## src/rtl/uart_tx_fifo.sv

```systemverilog
// rtl/uart_tx_fifo.sv - 8N1 UART transmitter fed by a small byte FIFO
//
// Purpose:
//   Debug UART transmit path. Upstream logic pushes bytes with a write strobe;
//   the FIFO buffers them and an 8N1 serializer drains them onto the TX pin,
//   back-to-back with no idle gap while data is queued.
//
// Parameters:
//   CLK_HZ      input clock frequency in Hz
//   BAUD        serial bit rate; CLKS_PER_BIT = CLK_HZ/BAUD (truncated, >= 2)
//   FIFO_DEPTH  byte entries, power of two, >= 2
//
// Ports:
//   clk       system clock, rising edge
//   rst       asynchronous active-high reset
//   wr_data   byte to enqueue
//   wr_en     enqueue strobe, one byte per cycle while high
//   full      FIFO holds FIFO_DEPTH bytes (registered)
//   empty     FIFO holds 0 bytes (registered)
//   overflow  sticky, a write was attempted while full; cleared by rst only
//   busy      serializer is in START/DATA/STOP
//   tx        serial line, idle high, driven from a flop

module uart_tx_fifo #(
  parameter int CLK_HZ     = 24000000,
  parameter int BAUD       = 115200,
  parameter int FIFO_DEPTH = 16
) (
  input  logic       clk,
  input  logic       rst,
  input  logic [7:0] wr_data,
  input  logic       wr_en,
  output logic       full,
  output logic       empty,
  output logic       overflow,
  output logic       busy,
  output logic       tx
);

  localparam int CLKS_PER_BIT = CLK_HZ / BAUD;
  localparam int CNT_W        = (CLKS_PER_BIT > 1) ? $clog2(CLKS_PER_BIT) : 1;
  localparam int AW           = $clog2(FIFO_DEPTH);

  localparam logic [CNT_W-1:0] BAUD_LAST = CNT_W'(CLKS_PER_BIT - 1);
  localparam logic [CNT_W-1:0] BAUD_ONE  = CNT_W'(1);
  localparam logic [AW:0]      DEPTH_CNT = (AW + 1)'(FIFO_DEPTH);
  localparam logic [AW:0]      CNT_ONE   = (AW + 1)'(1);
  localparam logic [AW-1:0]    PTR_ONE   = AW'(1);

  typedef enum logic [1:0] {
    ST_IDLE,
    ST_START,
    ST_DATA,
    ST_STOP
  } state_t;

  // ---------------------------------------------------------------------------
  // FIFO storage and bookkeeping
  // ---------------------------------------------------------------------------
  logic [7:0]    mem [FIFO_DEPTH];
  logic [AW-1:0] wr_ptr;
  logic [AW-1:0] rd_ptr;
  logic [AW:0]   count;
  logic [AW:0]   count_next;
  logic [7:0]    head;

  logic          do_write;
  logic          do_pop;

  // Serializer state (declared here because the pop decision depends on it)
  state_t           state;
  logic [CNT_W-1:0] baud_cnt;
  logic             baud_wrap;
  logic [2:0]       bit_idx;
  logic [7:0]       shift;

  assign head      = mem[rd_ptr];
  assign baud_wrap = (baud_cnt == BAUD_LAST);

  // full is the registered pre-edge flag, so a write on the same edge as a
  // pop is still dropped when the FIFO was full going into that edge.
  assign do_write = wr_en && !full;

  // The serializer is the only consumer: it pops from IDLE as soon as data is
  // present, or on the last STOP cycle to chain the next frame with no gap.
  assign do_pop = !empty &&
                  ((state == ST_IDLE) || ((state == ST_STOP) && baud_wrap));

  always_comb begin
    count_next = count;
    case ({do_write, do_pop})
      2'b10:   count_next = count + CNT_ONE;
      2'b01:   count_next = count - CNT_ONE;
      default: count_next = count;
    endcase
  end

  // Data array carries no reset; only the pointers/count define validity.
  always_ff @(posedge clk) begin
    if (do_write) begin
      mem[wr_ptr] <= wr_data;
    end
  end

  always_ff @(posedge clk or posedge rst) begin
    if (rst) begin
      wr_ptr   <= '0;
      rd_ptr   <= '0;
      count    <= '0;
      full     <= 1'b0;
      empty    <= 1'b1;
      overflow <= 1'b0;
    end else begin
      if (do_write) begin
        wr_ptr <= wr_ptr + PTR_ONE;
      end
      if (do_pop) begin
        rd_ptr <= rd_ptr + PTR_ONE;
      end
      if (wr_en && full) begin
        overflow <= 1'b1;
      end
      count <= count_next;
      // Flags follow the post-edge count so they are valid one flop later.
      full  <= (count_next == DEPTH_CNT);
      empty <= (count_next == '0);
    end
  end

  // ---------------------------------------------------------------------------
  // 8N1 serializer
  // tx is registered and always updated on the same edge as the state change,
  // so each line level lasts exactly CLKS_PER_BIT cycles and a frame is
  // exactly 10*CLKS_PER_BIT cycles long.
  // ---------------------------------------------------------------------------
  always_ff @(posedge clk or posedge rst) begin
    if (rst) begin
      state    <= ST_IDLE;
      baud_cnt <= '0;
      bit_idx  <= '0;
      shift    <= '0;
      tx       <= 1'b1;
      busy     <= 1'b0;
    end else begin
      case (state)
        ST_IDLE: begin
          baud_cnt <= '0;
          tx       <= 1'b1;
          if (do_pop) begin
            shift <= head;
            state <= ST_START;
            tx    <= 1'b0;
            busy  <= 1'b1;
          end
        end

        ST_START: begin
          if (baud_wrap) begin
            baud_cnt <= '0;
            bit_idx  <= '0;
            state    <= ST_DATA;
            tx       <= shift[0];
          end else begin
            baud_cnt <= baud_cnt + BAUD_ONE;
          end
        end

        ST_DATA: begin
          if (baud_wrap) begin
            baud_cnt <= '0;
            if (bit_idx == 3'd7) begin
              state <= ST_STOP;
              tx    <= 1'b1;
            end else begin
              // Next bit is shift[1] before the shift lands.
              shift   <= {1'b0, shift[7:1]};
              tx      <= shift[1];
              bit_idx <= bit_idx + 3'd1;
            end
          end else begin
            baud_cnt <= baud_cnt + BAUD_ONE;
          end
        end

        ST_STOP: begin
          if (baud_wrap) begin
            baud_cnt <= '0;
            if (do_pop) begin
              // Chain straight into the next start bit.
              shift <= head;
              state <= ST_START;
              tx    <= 1'b0;
            end else begin
              state <= ST_IDLE;
              busy  <= 1'b0;
            end
          end else begin
            baud_cnt <= baud_cnt + BAUD_ONE;
          end
        end

        default: begin
          state    <= ST_IDLE;
          baud_cnt <= '0;
          tx       <= 1'b1;
          busy     <= 1'b0;
        end
      endcase
    end
  end

endmodule

```

## config.mk

```make
export PLATFORM = sky130hd
export DESIGN_NAME = uart_tx_fifo
export DESIGN_NICKNAME = d
export VERILOG_FILES = /design/src/rtl/uart_tx_fifo.sv
export SDC_FILE = /design/constraint.sdc
export NUM_CORES = 1
export LEC_CHECK = 0
export BUFFER_PORTS_ARGS = -buffer_cell sky130_fd_sc_hd__buf_2
export CORE_MARGIN = 3
export CORE_UTILIZATION = 45
export DETAILED_ROUTE_END_ITERATION = 7
export SETUP_SLACK_MARGIN = 0.05
export SLEW_MARGIN = 0
export SYNTH_ARGS = -nofsm -noshare
export SYNTH_HDL_FRONTEND = slang
export SYNTH_SLANG_ARGS = --single-unit
```

## constraint.sdc

```tcl
create_clock -name clk -period 4.15 [get_ports clk]
set_input_delay 0.2075 -clock clk [delete_from_list [all_inputs] [get_ports clk]]
set_output_delay 0.2075 -clock clk [all_outputs]
set_load 0.005 [all_outputs]
```

# Yosys cells after proc, flatten, opt, wreduce, memory -nomap -nowiden

Memories as Yosys holds them, arrays and structs flattened.
Index checks and enable logic that the tools add are counted.

Add/subtract/negate cells: 6
Multiply operators: 0
Divide/modulo/power cells: 0
Order comparisons: 0
Eq/ne operators: 16
Shift-type cells: 0
Muxes and demuxes: 32
Bitwise operators: 0
Reductions and logical operators: 18

Operator list:

| kind                                                | number |
|---|---|
| 2-to-1 mux 8 bit                                    | 5 |
| case mux 8 bit (3 select lines)                     | 1 |
| != test 2 bit, second input constant                | 8 |
| case mux 8 bit (2 select lines)                     | 1 |
| AND reduction 4 bit                                 | 4 |
| 2-to-1 mux 1 bit                                    | 12 |
| 2-to-1 mux 2 bit                                    | 5 |
| case mux 5 bit (2 select lines)                     | 1 |
| 2-to-1 mux 3 bit                                    | 3 |
| adder 4 x 1 -> 4 bit, second input constant         | 2 |
| adder 8 x 1 -> 8 bit, second input constant         | 1 |
| equality test 8 bit, second input constant          | 1 |
| case mux 2 bit (4 select lines)                     | 1 |
| equality test 2 bit, second input constant          | 3 |
| case mux 3 bit (2 select lines)                     | 1 |
| adder 5 x 1 -> 5 bit, second input constant         | 1 |
| equality test 5 bit, second input constant          | 1 |
| zero test 5 bit                                     | 1 |
| AND reduction 5 bit                                 | 1 |
| subtractor 5 x 1 -> 5 bit, second input constant    | 1 |
| equality test 2 x 1 -> 1 bit, second input constant | 2 |
| logical AND 1 bit                                   | 4 |
| case mux 1 bit (4 select lines)                     | 1 |
| nonzero test 2 bit                                  | 2 |
| 8 further kinds                                     | 9 |

Bits in registers: 39
Bits in latches: 0
Memory bits (writable): 128
ROM bits: 0
Memories: 1

Memories:

| memory | words | width | rd ports | clocked after Yosys merged registers in | wr ports | RTL line | source |
|---|---|---|---|---|---|---|---|
| mem    | 16    | 8     | 1        | 0                                       | 1        | 60       | `logic [7:0] mem [FIFO_DEPTH];` |

# Longest topological paths before layout

Word-level depth: 7
Gate-level depth with buffers: 14
Gate-level depth less buffers: 12

# Least setup slack after synthesis

Ideal clock, no wire load.

Kind: register to register
Start point: register baud_cnt[0]
End point: register full
Library setup time: 88 ps
Arrival time: 2968 ps
Data required time: 4062 ps
Path slack: 1094 ps
Stages on the path, launching flop included: 15
Cells stage by stage: dfrtp_1 > ha_1 > and3_1 > buf_2 > a31oi_1 > nor2_1 > ha_1 > buf_2 > xor2_1 > ha_1 > or3b_1 > a211oi_1 > o21bai_1 > xnor2_1 > nor3b_1

Cells in the longest elaborated chain, start to end: 7
Elaborated cells between the ends (all ways): 8
Those cells by class: 4 x eq/ne; 1 x mux; 3 x reduce/logical

RTL lines:

| item                                                                       | RTL line | source |
|---|---|---|
| start: declaration                                                         | 72       | `logic [CNT_W-1:0] baud_cnt;` |
| start signal: assignment                                                   | 164      | `baud_cnt <= baud_cnt + BAUD_ONE;` |
| start signal: assignment                                                   | 181      | `baud_cnt <= baud_cnt + BAUD_ONE;` |
| start signal: assignment                                                   | 198      | `baud_cnt <= baud_cnt + BAUD_ONE;` |
| equality test 8 bit (*)                                                    | 78       | `assign baud_wrap = (baud_cnt == BAUD_LAST);` |
| logical AND 1 bit (*)                                                      | 87       | `((state == ST_IDLE) \|\| ((state == ST_STOP) && baud_wrap));` |
| logical OR 1 bit (*)                                                       | 87       |  |
| logical AND 1 bit (*)                                                      | 86       | `assign do_pop = !empty &&` |
| equality test 2 x 1 -> 1 bit / equality test 2 bit (equally long branches) | 91       | `case ({do_write, do_pop})` |
| case mux 5 bit (2 select lines) (*)                                        | 91       |  |
| via count_next[4]                                                          | 64       | `logic [AW:0] count_next;` |
| equality test 5 bit (*)                                                    | 125      | `full <= (count_next == DEPTH_CNT);` |
| end signal: assignment                                                     | 125      |  |
| end: declaration                                                           | 33       | `output logic full,` |

The timed path passes the listed nets; every way through them passes the cells marked *.
A chain may end at the register's enable or synchronous reset.

# Worst setup path in the final report

Same ends and word-level chain as after synthesis.

==> results.txt <==
CP dominant cell by count: ha_1
DP Wirelength: 8.377 mm
Crit path buf inv count: 0
Skew final: 0.009307 ns
Routed len/inst: 19.79 µm
Cell area after layout: 7894 µm²
Clock share of power: 26.8%
Switching Fraction: 32.94%
Unrepaired setup endpoints after global routing: no
CTS root buf: clkbuf_16
Postcts setup bufs: 0
Post-synthesis cell area: 7077 µm²
Outcome: complete, no violations
Longest Clk Path Bufs: 2
DR DRC count: 0
Hold WC Path Type: input port to flip-flop
Final Cycle Share: 80.66%
Sequential area share after synthesis: 68.14%
# setup viols final: 0
Crit-path max cell delay: 0.41 ns
Die X-Extent: 131.4 µm
Largest net degree at the start of global routing: 36
Gr usage total: 16.54%
Count of different cell masters after synthesis: 52
Power, Total: 0.005532 W
Synth area leader: edfxtp_1
Share of cells above drive strength 1: 17.60%
TritonCTS clock tree: done
Place WS: 0.7974 ns
Top post-synthesis cells by area: edfxtp_1 54%, dfrtp_1 13%, mux4_2 6.7%
CP max FO: 8
Input/output buffers: 15
Hold Vio Cnt, Final: 0
Utilization after layout: 51.54%
Gate Count Post-Synth: 436
Reg clk slew, reported paths: 0.06 ns
Rows: 45
Combinational Power Share: 30.4%
Peak VDD IR: 371.0 µV
Ys async rst share: 23.35%
Area delta synth->final: 11.55%
Type of the worst setup path: flip-flop to flip-flop
Routed via count: 3716
Overflow after GRT: 0
PD cells: 700.8 nW/µm²
Clock H-tree levels: 4
Crit-path leading delay family: simple AND/OR/NAND/NOR gates
Post-synth top cells: 128 x edfxtp_1, 39 x nor2_1, 37 x dfrtp_1
Crit path capture type: flip-flop
Clock Sinks: 167
R2R Setup Slk: 0.80 ns
Routed Antenna Nets: 0
Max Fclk: 298.8 MHz
Placed Area: 7332 µm²
Post-synth top area share: 54.31%
Final Max Tran Viols: 0
CTS Hold Buffers Added: 1
Most common cell in the synthesized netlist: edfxtp_1
CP required: 4.48 ns
Via density: 5.489
Psw: 0.001823 W
Die H: 131.4 µm
RD Place Congestion: 0.7423
Vias in the first global route: 3785
Placeable Area: 15310 µm²
Lkg Pwr: 2.774 nW
Flops & latches, synth: 167
First-pass GRT wire length: 21.53 mm
Slowest cell on the critical path: ha_1
Total Nets Final: 482
Critical-path cell list: ha_1, and3_1, a31oi_1, nor2_1, ha_1, xor2_1, ha_1, or3b_1, a211oi_1, o21bai_1, xnor2_1, nor3b_1
P_int: 0.003710 W
Skew-Pair Late Insertion Delay: 0.41 ns
Tmin final: 3.347 ns
Worst-margin pin slew: 0.8910 ns
Pre-antenna DRT Iters: 5
Die area: 17270 µm²
EDFF count, synth: 128
Drt total wl: 13.40 mm
Initial core utilization: 46.21%
Relative max-transition margin: 40.60%
Syn nets: 464
Total Neg Setup Slack: 0 ns
Max Cap Violations: 0
Sequential cell fraction of total power: 42.8%
Initial DRC count: 384
Syn Area/Cell: 16.23 µm²
Post_cts resized: 0
Predominant post-synthesis flop cell: edfxtp_1
Crit path DAT: 3.67 ns
Initial antenna violation count: 0
Critical path launch point type: flip-flop
Setup WS post-layout: 0.8027 ns
Io pins: 16
Synth warn: 0
Inserted Diodes: 0
CTS Buf Count: 17
-- worst register-to-register path: cells and delay by family (launching register included) --
kind / cells / cell delay [ns]
flip-flops: 1 / 0.37
XOR/XNOR: 2 / 0.32
AND/OR/NAND/NOR: 4 / 1.25
AO/OA/AOI/OAI: 3 / 0.49
adder cells (fa/ha/maj): 3 / 0.82
-- final timing paths --
path                                  start  endpoint  depth (start not counted)
max in group asynchronous               rst        tx                          4
worst min-delay path                  wr_en  overflow                          2
min in group asynchronous               rst      full                          3
worst max-delay path            baud_cnt[0]      full                         12
worst min register to register     overflow  overflow                          1
worst max register to register  baud_cnt[0]      full                         12
-- state kept, by name, summed over array words and instances (netlist names) --
signal,cells
baud_cnt,8
bit_idx,3
busy,1
count,5
empty,1
full,1
mem,128
overflow,1
rd_ptr,4
shift,8
state,2
tx,1
wr_ptr,4
-- cell type report --
class	instances	area [µm²]
Timing Repair Buffer	22	130.1
Sequential cell	167	4825
Clock inverter	12	118.9
Fill cell	1279	7421
Tap cell	211	264.0
Inverter	9	33.78
Clock buffer	19	432.9
Multi-Input combinational cell	237	2090
-- cells in the final DEF (no fill, tap or decap), types with 7 or more instances in the layout --
master / synthesis / final
nand2_1: 16 / 16
ha_1: 17 / 17
edfxtp_1: 128 / 128
o21ai_0: 7 / 7
xnor2_1: 12 / 12
nor2_1: 39 / 39
a22oi_1: 16 / 16
clkbuf_16: 0 / 17
dfrtp_1: 37 / 35
inv_1: 9 / 9
mux4_2: 21 / 21
buf_2: 7 / 15
mux4_1: 11 / 11
a21oi_1: 33 / 33
-- metrics by stage --
step / cells / hold slack (ns)
floorplan: 436 / 0.3064
global placement: 645 / 0.3013
detailed placement: 645 / 0.3079
CTS: 677 / 0.01129
global route: 677 / 0.02491
finish: 677 / 0.02386
-- routing by layer --
| layer | vias up | global-route usage (%) | wire, µm |
|---|---|---|---|
| li1 | 1722 | - | - |
| met1 | 1909 | 23.90 | 6413 |
| met2 | 78 | 25.27 | 6302 |
| met3 | 7 | 4.364 | 565 |
| met4 | 0 | 4.201 | 119 |
| met5 | - | 0 | 0 |
-- logic make-up (layout without fill, tap and decap cells) --
kind of cell    Yosys count  after routing  synth area share (%)
compound gates           73             73                 6.436
mux                      36             36                 11.46
fa+ha+maj                17             17                 3.006
simple gates             94             94                 6.524
xor+xnor                 17             17                 2.104
buf+inv                  32             62                 2.334
flops                   167            167                 68.14
-- power by group through the flow --
stage          Combinational (W)  Clock (W)  Sequential (W)
3_5_place_dp             0.00169          0         0.00240
2_1_floorplan            0.00142          0         0.00226
3_3_place_gp             0.00166          0         0.00239
6_report                 0.00168    0.00148         0.00237
5_1_grt                  0.00188    0.00160         0.00241
4_1_cts                  0.00170    0.00152         0.00237
No activity file was read; power rests on OpenSTA's default activity.
